--- config.mk ---
export PLATFORM = sky130hd
export DESIGN_NAME = m20k_fifo_ctrl
export DESIGN_NICKNAME = d
export VERILOG_FILES = /design/src/rtl/m20k_fifo_ctrl.sv
export SDC_FILE = /design/constraint.sdc
export NUM_CORES = 1
export LEC_CHECK = 0
export ABC_AREA = 1
export BUFFER_PORTS_ARGS = -buffer_cell sky130_fd_sc_hd__buf_2
export CAP_MARGIN = 20
export CORE_MARGIN = 1.5
export CORE_UTILIZATION = 30
export CTS_BUF_LIST = sky130_fd_sc_hd__clkbuf_2 sky130_fd_sc_hd__clkbuf_4 sky130_fd_sc_hd__clkbuf_8
export DETAILED_ROUTE_END_ITERATION = 16
export PLACE_DENSITY_LB_ADDON = 0.05
export SLEW_MARGIN = 10
export SYNTH_ARGS = -nofsm -noshare
export SYNTH_HDL_FRONTEND = slang
export SYNTH_SLANG_ARGS = --single-unit
--- constraint.sdc ---
create_clock -name CLK -period 4.4 [get_ports CLK]
set_input_delay 0.88 -clock CLK [delete_from_list [all_inputs] [get_ports CLK]]
set_output_delay 0.88 -clock CLK [all_outputs]
set_load 0.02 [all_outputs]
--- src/rtl/m20k_fifo_ctrl.sv ---
// Ready/valid byte FIFO built on a 2048x8 dual-port M20K: port 0 writes, port 1 reads.
// Latency: a push reaches out_valid 3 cycles later (1-cycle RAM read plus output-buffer capture).
// Backpressure: in_ready drops only when count == DEPTH; the 2-entry output buffer absorbs the read pipeline.
module m20k_fifo_ctrl #(
    parameter int ADDR_W = 11,
    parameter int DATA_W = 8,
    parameter int DEPTH  = 2048
) (
    input  logic              CLK,
    input  logic              RST,
    input  logic              in_valid,
    output logic              in_ready,
    input  logic [DATA_W-1:0] in_data,
    output logic              out_valid,
    input  logic              out_ready,
    output logic [DATA_W-1:0] out_data,
    output logic [ADDR_W:0]   count,
    output logic              full,
    output logic              empty,
    output logic [ADDR_W-1:0] A0,
    output logic [DATA_W-1:0] D0,
    output logic              CE0,
    output logic              WE0,
    output logic [DATA_W-1:0] WEM0,
    output logic [ADDR_W-1:0] A1,
    output logic              CE1,
    output logic              WE1,
    output logic [DATA_W-1:0] D1,
    output logic [DATA_W-1:0] WEM1,
    input  logic [DATA_W-1:0] Q1
);
    localparam logic [ADDR_W:0] FULL_CNT = (ADDR_W+1)'(DEPTH);

    logic [ADDR_W-1:0] wptr;
    logic [ADDR_W-1:0] rptr;
    logic [ADDR_W:0]   ram_cnt;
    logic [1:0]        ob_cnt;
    logic              inflight;
    logic [DATA_W-1:0] ob_head;
    logic [DATA_W-1:0] ob_tail;
    logic              push;
    logic              pop;
    logic              issue;
    logic [2:0]        ob_occ;

    assign in_ready  = !RST && (count != FULL_CNT);
    assign push      = in_valid && in_ready;
    assign out_valid = (ob_cnt != 2'd0);
    assign out_data  = ob_head;
    assign pop       = out_valid && out_ready;
    assign full      = (count == FULL_CNT);
    assign empty     = (count == '0);

    // Only issue a read if the buffer will still have a free slot when the data lands.
    assign ob_occ = {1'b0, ob_cnt} + {2'b00, inflight} - {2'b00, pop};
    assign issue  = !RST && (ram_cnt != '0) && (ob_occ < 3'd2);

    assign A0   = wptr;
    assign D0   = in_data;
    assign CE0  = push;
    assign WE0  = push;
    assign WEM0 = '1;
    assign A1   = rptr;
    assign CE1  = issue;
    assign WE1  = 1'b0;
    assign D1   = '0;
    assign WEM1 = '0;

    always_ff @(posedge CLK) begin
        if (RST) begin
            wptr     <= '0;
            rptr     <= '0;
            ram_cnt  <= '0;
            count    <= '0;
            ob_cnt   <= 2'd0;
            inflight <= 1'b0;
            ob_head  <= '0;
            ob_tail  <= '0;
        end else begin
            if (push) begin
                wptr <= wptr + ADDR_W'(1);
            end
            if (issue) begin
                rptr <= rptr + ADDR_W'(1);
            end
            ram_cnt  <= ram_cnt + {ADDR_W'(0), push} - {ADDR_W'(0), issue};
            count    <= count + {ADDR_W'(0), push} - {ADDR_W'(0), pop};
            inflight <= issue;

            // Returning read data goes to whichever slot is the tail after this cycle's pop.
            case ({pop, inflight})
                2'b10: begin
                    ob_head <= ob_tail;
                    ob_cnt  <= ob_cnt - 2'd1;
                end
                2'b01: begin
                    if (ob_cnt == 2'd0) begin
                        ob_head <= Q1;
                    end else begin
                        ob_tail <= Q1;
                    end
                    ob_cnt <= ob_cnt + 2'd1;
                end
                2'b11: begin
                    if (ob_cnt == 2'd1) begin
                        ob_head <= Q1;
                    end else begin
                        ob_head <= ob_tail;
                        ob_tail <= Q1;
                    end
                end
                default: ;
            endcase
        end
    end
endmodule

# Word level (Yosys, flattened, before mapping)
# Index checks and enable logic that the tools add are counted.
[word_totals]
register_bits = 65
input_bits = 20
output_inout_bits = 82
[op_classes]
n_addsub = 10
n_lt_le_gt_ge = 1
eq_ne = 9
mux = 7
n_reduce_logical = 15
[ops]
columns = ["op", "n"]
rows = [
  ["$mux W8", 4],
  ["$add A12 B1 Y12", 2],
  ["$pmux W8 S3", 1],
  ["$sub A12 B1 Y12", 2],
  ["$add A11 B1 Y11 const B", 2],
  ["$pmux W8 S2", 1],
  ["$eq A12 B12 Y1 const B", 1],
  ["$logic_not A12 Y1", 1],
  ["$ne A12 B12 Y1 const B", 1],
  ["$reduce_bool A12 Y1", 1],
  ["$ne A2 B2 Y1 const B", 3],
  ["$reduce_bool A2 Y1", 3],
  ["$logic_and A1 B1 Y1", 5],
  ["$eq A2 B1 Y1 const B", 2],
  ["$eq A2 B2 Y1 const B", 2],
  ["$pmux W2 S2", 1],
  ["$add A2 B1 Y3", 1],
  ["$lt A3 B2 Y1 const B", 1],
  ["$reduce_and A3 Y1", 1],
  ["$reduce_bool A3 Y1", 1],
  ["$sub A3 B1 Y3", 1],
  ["$add A2 B1 Y2 const B", 1],
  ["$logic_not A2 Y1", 1],
  ["$reduce_and A2 Y1", 1],
  ["other kinds (2)", 2],
]

# Longest topological paths before layout
# Gate-level depths: netlist of run 1.
[depth]
ltp_word = 6
ltp_mapped = 25
ltp_nobuf = 24

# Worst setup path before layout of run 1
# No wires, ideal clock.
[synth_path]
kind = "input-to-reg"
startpoint = "input port out_ready"
endpoint = "register ram_cnt[8]"
arrival_time_ps = 3658
setup_slack_ps = 629
stages = 20
path_buffers = 1
cell_sequence = "nand2_2 > ha_1 > nor2_1 > inv_1 > fa_1 > nand4_4 > nor2_4 > buf_6 > ha_1 > inv_1 > ha_1 > fa_1 > nand2_1 > nand2_1 > nand2_1 > nor2_1 > nor2_1 > nand2_1 > nand2_1 > nor2_1"
[synth_via]
elab_chain_cells = 5
[synth_lines]
columns = ["element", "line_no", "text"]
rows = [
  ["start: declaration", "15", "input logic out_ready,"],
  ["$logic_and A1 B1 Y1", "50", "assign pop = out_valid && out_ready;"],
  ["$sub A3 B1 Y3", "55", "assign ob_occ = {1'b0, ob_cnt} + {2'b00, inflight} - {2'b00, pop};"],
  ["$lt A3 B2 Y1", "56", "assign issue = !RST && (ram_cnt != '0) && (ob_occ < 3'd2);"],
  ["$logic_and A1 B1 Y1", "56", ""],
  ["net CE1", "26", "output logic CE1,"],
  ["$sub A12 B1 Y12", "86", "ram_cnt <= ram_cnt + {ADDR_W'(0), push} - {ADDR_W'(0), issue};"],
  ["end signal: assignment", "86", ""],
  ["end: declaration", "36", "logic [ADDR_W:0] ram_cnt;"],
]
# The timed path passes the listed nets, and every way through them passes these cells.
# A chain may end at the register's enable or synchronous reset.

# Final worst setup path of run 1
[layout_path]
startpoint = "register ob_cnt[1]"
endpoint = "output port CE1"
[layout_via]
elab_chain_cells = 5
word_cells_on_any_way = 6
[layout_lines]
columns = ["element", "line_no", "text"]
rows = [
  ["start: declaration", "37", "logic [1:0] ob_cnt;"],
  ["start signal: assignment", "94", "ob_cnt <= ob_cnt - 2'd1;"],
  ["start signal: assignment", "102", "ob_cnt <= ob_cnt + 2'd1;"],
  ["branches (longest 2 deep; another with $add A2 B1 Y3)", "-", ""],
  ["$sub A3 B1 Y3 *", "55", ""],
  ["$lt A3 B2 Y1 *", "56", ""],
  ["$logic_and A1 B1 Y1 *", "56", ""],
  ["end: declaration", "26", ""],
]
# Mark *: on every way between the ends.

==> results of run 1 <==
[layer usage]
metal / wire length, µm / up-vias / global-route usage
li1: - / 2152 / -
met1: 4930 / 1800 / 0.170
met2: 4940 / 48 / 0.232
met3: 367 / 9 / 0.0387
met4: 129 / 0 / 0.0448
met5: 0 / - / 0
[cells in the final DEF (no fill, tap or decap), types with 3 or more instances in the layout]
cell type / instances
inv_2: 6
xor2_1: 9
dfxtp_1: 65
nand2_2: 10
clkbuf_8: 13
inv_1: 97
nand3_1: 29
buf_2: 60
fa_1: 3
nand4_1: 9
o21ai_0: 31
a21oi_1: 52
conb_1: 25
ha_1: 40
nor2_1: 83
nand2_1: 164
a21oi_2: 8
nor2_2: 6
[cell type report]
| cell class | instances | area [µm²] |
|---|---|---|
| Sequential cell | 65 | 1300 |
| Timing Repair Buffer | 62 | 315 |
| Clock inverter | 3 | 46.3 |
| Tap cell | 184 | 230 |
| Clock buffer | 13 | 179 |
| Fill cell | 1622 | 9530 |
| Multi-Input combinational cell | 484 | 2580 |
| Inverter | 104 | 403 |
[sequential cells by signal (all words and copies together), names as in the netlist]
name,cells
A0,11
A1,11
count,12
inflight,1
ob_cnt,2
ob_tail,8
out_data,8
ram_cnt,12
[where the power goes]
| group | switching [W] | internal, W |
|---|---|---|
| logic | 0.00139 | 0.000739 |
| registers | 0.000115 | 0.000772 |
| clock network | 0.000253 | 0.000325 |
| total | 0.00176 | 0.00184 |
[worst max-delay path: cells and delay by family, from the launching register on]
family,cells,cell delay [ps]
adders and majority gates,3,1100
buffers and inverters,5,680
and+or+nand+nor,4,420
DFF,1,390
[kinds of logic after synthesis]
| family | synth area share |
|---|---|
| compound gates | 0.113 |
| xor+xnor | 0.0214 |
| fa+ha+maj | 0.124 |
| buf+inv | 0.159 |
| flops | 0.288 |
| other cells | 0.00166 |
| simple gates | 0.292 |
[path summary, 6_finish.rpt]
kind	slack [ps]	start	to
worst max-delay path	570	ob_cnt[1]	CE1
worst min-delay path	470	ob_tail[5]	out_data[5]
worst max register to register	690	ob_cnt[1]	ram_cnt[8]
worst min register to register	470	ob_tail[5]	out_data[5]
[metrics by stage]
stage / setup WS (ps) / instances / hold WS (ps) / power [W]
after global placement: 517 / 899 / 465 / 0.00306
after detailed placement: 503 / 899 / 464 / 0.00306
after floorplan: 629 / 697 / 442 / 0.00257
final: 574 / 915 / 470 / 0.00360
after global routing: 261 / 915 / 504 / 0.00405
after CTS: 535 / 915 / 476 / 0.00366
==> impl_metrics.json, run 1 <==
{
  "status": "completed",
  "critPathArrivalTime_ps": 2950,
  "cp.required_ps": 3520,
  "path_cells": "inv_1 -> ha_1 -> inv_2 -> nand2_2 -> ha_1 -> nor2_1 -> inv_1 -> fa_1 -> nand4_4 -> nor2_4 -> buf_4 -> buf_2",
  "routed_wirelength_um": 10400,
  "hold_depth": 2,
  "synthTopCellsByCount": "164 x nand2_1, 97 x inv_1, 83 x nor2_1, 65 x dfxtp_1, 52 x a21oi_1",
  "fmax_mhz": 261,
  "total_leakage_power_nw": 2.52,
  "grt.total_usage": 0.138,
  "coreArea_um2": 14600,
  "synth_edf_count": 0,
  "rsz0062_at_grt": "no",
  "start_util": 0.309,
  "path_class": "flip-flop to primary output",
  "clk_latency_ps": 360,
  "antenna_cells": 0,
  "irDropWorstVdd_uv": 275,
  "root_buffer": "clkbuf_8",
  "drc": 0,
  "yosysSeqAreaShare": 0.288,
  "grt_pass1_vias": 3712,
  "placed_cell_area_um2": 4830,
  "htreeDepth": 3,
  "vias_per_cell": 4.38,
  "post_cts_buffers": 0,
  "synthToLayoutAreaGrowth_pct": 12.0,
  "wl_per_cell_um": 11.3,
  "port_buffers": 60,
  "worst_setup_path_start_kind": "flip-flop",
  "slew_violations": 0,
  "hold_path_class": "flip-flop to flip-flop",
  "maxCapViolCount": 0,
  "ys_ff_latch": 65,
  "end_kind": "primary output",
  "num_vias": 4009,
  "setup_viol": 0,
  "io_pins": 102,
  "synth_ff_type": "dfxtp_1",
  "async_flop_share": 0,
  "setup_tns_ps": 0,
  "fin_crit_sh": 0.870,
  "antenna_found_initial": 0,
  "yosys-top-cells-area": "dfxtp_1 29%, nand2_1 14%, ha_1 11%",
  "drive_gt1_frac": 0.156,
  "grt_max_degree": 47,
  "fin_skew_ps": 12.7,
  "cts_made_buffers": 9,
  "tritoncts": "yes",
  "clkSlewWorstSetupHoldPaths_ps": 70,
  "rows": 44,
  "synthDominantCellAreaShare": 0.288,
  "first_pass_iters": 4,
  "fp.dieW_um": 126,
  "cp_max_fo": 14,
  "hpwl_um": 7840,
  "synth.avg_cell_area_um2": 6.69,
  "synth_cell_types": 33,
  "synth.most_common_cell": "nand2_1",
  "die_area_um2": 15800,
  "synth_cells": 674,
  "cts_hold_repair.buffers": 0,
  "fin_util": 0.346,
  "hold_viol_final": 0,
  "cpPeakStageDelay_ps": 530,
  "gr-total-overflow": 0,
  "synth_top_cell_by_area": "dfxtp_1",
  "clock_path_buffers": 2,
  "fin_crit_ps": 3830,
  "grt_pass1_wl_um": 17600,
  "post_cts_resized": 0,
  "design_area_um2": 5050,
  "fin_nets": 789,
  "reg2regPathDepth": 24,
  "clock-sinks": 65,
  "power_density_nw_per_um2": 711,
  "netlist_area_um2": 4510,
  "die_height_um": 126,
  "drt-initial-drc-count": 183,
  "drt.antenna.violating_nets": 0,
  "ys_warn_count": 0,
  "cp_slowest_cell": "fa_1",
  "place.gp.congestion": 0.743
}
(Power assumes the default switching activity.)
==> inputs of run 2 (changes only) <==
--- a/config.mk
+++ b/config.mk
@@ -12,7 +12,7 @@
 export CORE_UTILIZATION = 30
 export CTS_BUF_LIST = sky130_fd_sc_hd__clkbuf_2 sky130_fd_sc_hd__clkbuf_4 sky130_fd_sc_hd__clkbuf_8
 export DETAILED_ROUTE_END_ITERATION = 16
-export PLACE_DENSITY_LB_ADDON = 0.05
+export PLACE_DENSITY = 0.45
 export SLEW_MARGIN = 10
 export SYNTH_ARGS = -nofsm -noshare
 export SYNTH_HDL_FRONTEND = slang
==> run 2 against run 1 <==
Compared with the run above:
- design area fell by 1.0%
- utilization fell by 0.35 points
- power fell by 2.2%
- flip-flop and latch count did not move
- clock-buffer cell count rose by 1
- routed wire length rose by 0.31%
- maximum frequency rose by 1.1%
==> impl_metrics.json, run 2 (synthesis results as in run 1) <==
{
  "die_height_um": 126,
  "grt_pass1_vias": 3809,
  "fin_nets": 789,
  "rows": 44,
  "fillers": 1583,
  "vias_per_cell": 4.45,
  "irDropWorstVdd_uv": 233,
  "power_density_nw_per_um2": 703,
  "grt.total_usage": 0.141,
  "mostFrequentLayoutCells": "164 x nand2_1, 97 x inv_1, 83 x nor2_1, 65 x dfxtp_1, 60 x buf_2",
  "num_vias": 4059,
  "synthToLayoutAreaGrowth_pct": 10.9,
  "reg2regPathDepth": 24,
  "final_common_cell": "nand2_1",
  "placed_cells": 899,
  "gr-total-overflow": 0,
  "grt_max_degree": 47,
  "fin_crit_ps": 3780,
  "htreeDepth": 3,
  "fin_crit_sh": 0.860,
  "post_cts_resized": 0,
  "cp_max_fo": 14,
  "root_buffer": "clkbuf_8",
  "ff2ff_setup_slack_ps": 710,
  "hold_path_class": "flip-flop to flip-flop",
  "drt-initial-drc-count": 118,
  "finalHoldWorstSlack_ps": 472,
  "antenna_cells": 0,
  "drc": 0,
  "reg_top3": "count: 12 flops, ram_cnt: 12 flops",
  "maxCapViolCount": 0,
  "grt_pass1_wl_um": 18100,
  "status": "completed",
  "port_buffers": 60,
  "slew_violations": 0,
  "die_area_um2": 15800,
  "min_to": "out_data[5]",
  "path_cells": "inv_1 -> ha_1 -> inv_2 -> nand2_2 -> ha_1 -> nor2_1 -> inv_1 -> fa_1 -> nand4_4 -> nor2_4 -> buf_4 -> buf_2",
  "crit_start": "ob_cnt[1]",
  "setup_viol": 0,
  "clkSlewWorstSetupHoldPaths_ps": 70,
  "io_pins": 102,
  "setup_tns_ps": 0,
  "total_leakage_power_nw": 2.50,
  "clk_latency_ps": 360,
  "path_class": "flip-flop to primary output",
  "clock-sinks": 65,
  "coreArea_um2": 14600,
  "cp_slowest_cell": "fa_1",
  "post_layout_nonfiller_instances": 913,
  "cts_hold_repair.buffers": 0,
  "r2r-start": "ob_cnt[1]",
  "hold_viol_final": 0,
  "end_kind": "primary output",
  "place.gp.congestion": 0.782,
  "cpPeakStageDelay_ps": 540,
  "hold_depth": 2,
  "fp.dieW_um": 126,
  "fmax_mhz": 264,
  "cp.required_ps": 3520,
  "antenna_found_initial": 0,
  "hpwl_um": 7890,
  "clock_path_buffers": 2,
  "cts_made_buffers": 9,
  "drive_gt1_frac": 0.154,
  "post_cts_buffers": 0,
  "fin_skew_ps": 9.59,
  "start_util": 0.309,
  "worstHoldStart": "ob_tail[5]",
  "wl_per_cell_um": 11.4,
  "worst_setup_path_start_kind": "flip-flop",
  "timing.rr.end": "ram_cnt[8]",
  "critPathArrivalTime_ps": 2900,
  "tritoncts": "yes",
  "rsz0062_at_grt": "no",
  "routed_wirelength_um": 10400,
  "first_pass_iters": 4,
  "drt.antenna.violating_nets": 0
}
run 2: cell types whose count changed in the layout (fill, tap and decap cells not counted), sizes merged:
cell and change:
clkinv -1, clkinvlp -1, bufinv -1, clkbuf +1
run 2: worst max-delay path, delay by kind of cell, from the launching register on:
family | cells | cell delay, ps
buffers and inverters | 5 | 660
adders and majority gates | 3 | 1090
and+or+nand+nor | 4 | 420
DFF | 1 | 370
run 2: worst max-delay path by stage:
| stage | slack [ps] | depth (start not counted) | to |
|---|---|---|---|
| final | 620 | 12 | CE1 |
| after global routing | 400 | 24 | ram_cnt[8] |
| after CTS | 550 | 12 | CE1 |
| after detailed placement | 460 | 22 | ram_cnt[8] |
| after global placement | 560 | 20 | ram_cnt[8] |
| after floorplan | 630 | 20 | ram_cnt[8] |
run 2: metrics by stage:
| stage | cell area [µm²] | total power (W) | setup slack (ps) | utilization |
|---|---|---|---|---|
| finish | 5000 | 0.00352 | 616 | 0.343 |
| global route | 5000 | 0.00397 | 397 | 0.343 |
| CTS | 5000 | 0.00358 | 549 | 0.343 |
| detailed placement | 4830 | 0.00306 | 461 | 0.331 |
| global placement | 4830 | 0.00304 | 559 | 0.331 |
| floorplan | 4600 | 0.00257 | 629 | - |
run 2: routing by layer:
layer / vias up / track usage / wire, µm
li1: 2151 / - / -
met1: 1825 / 0.176 / 4920
met2: 68 / 0.237 / 4940
met3: 15 / 0.0259 / 318
met4: 0 / 0.0615 / 210
met5: - / 0 / 0
run 2: final cells by class:
class,count,area [µm²],share of cell area
well taps,184,230,0.0460
inverters,104,403,0.0805
clock buffers,14,174,0.0348
multi-input cells,484,2580,0.516
flip-flops and latches,65,1300,0.260
repair buffers,62,315,0.0630
run 2: where the power goes:
part | switching [W] | total (W) | internal, W
clock network | 0.000234 | 0.000482 | 0.000249
registers | 0.000118 | 0.000890 | 0.000773
logic | 0.00141 | 0.00214 | 0.000738
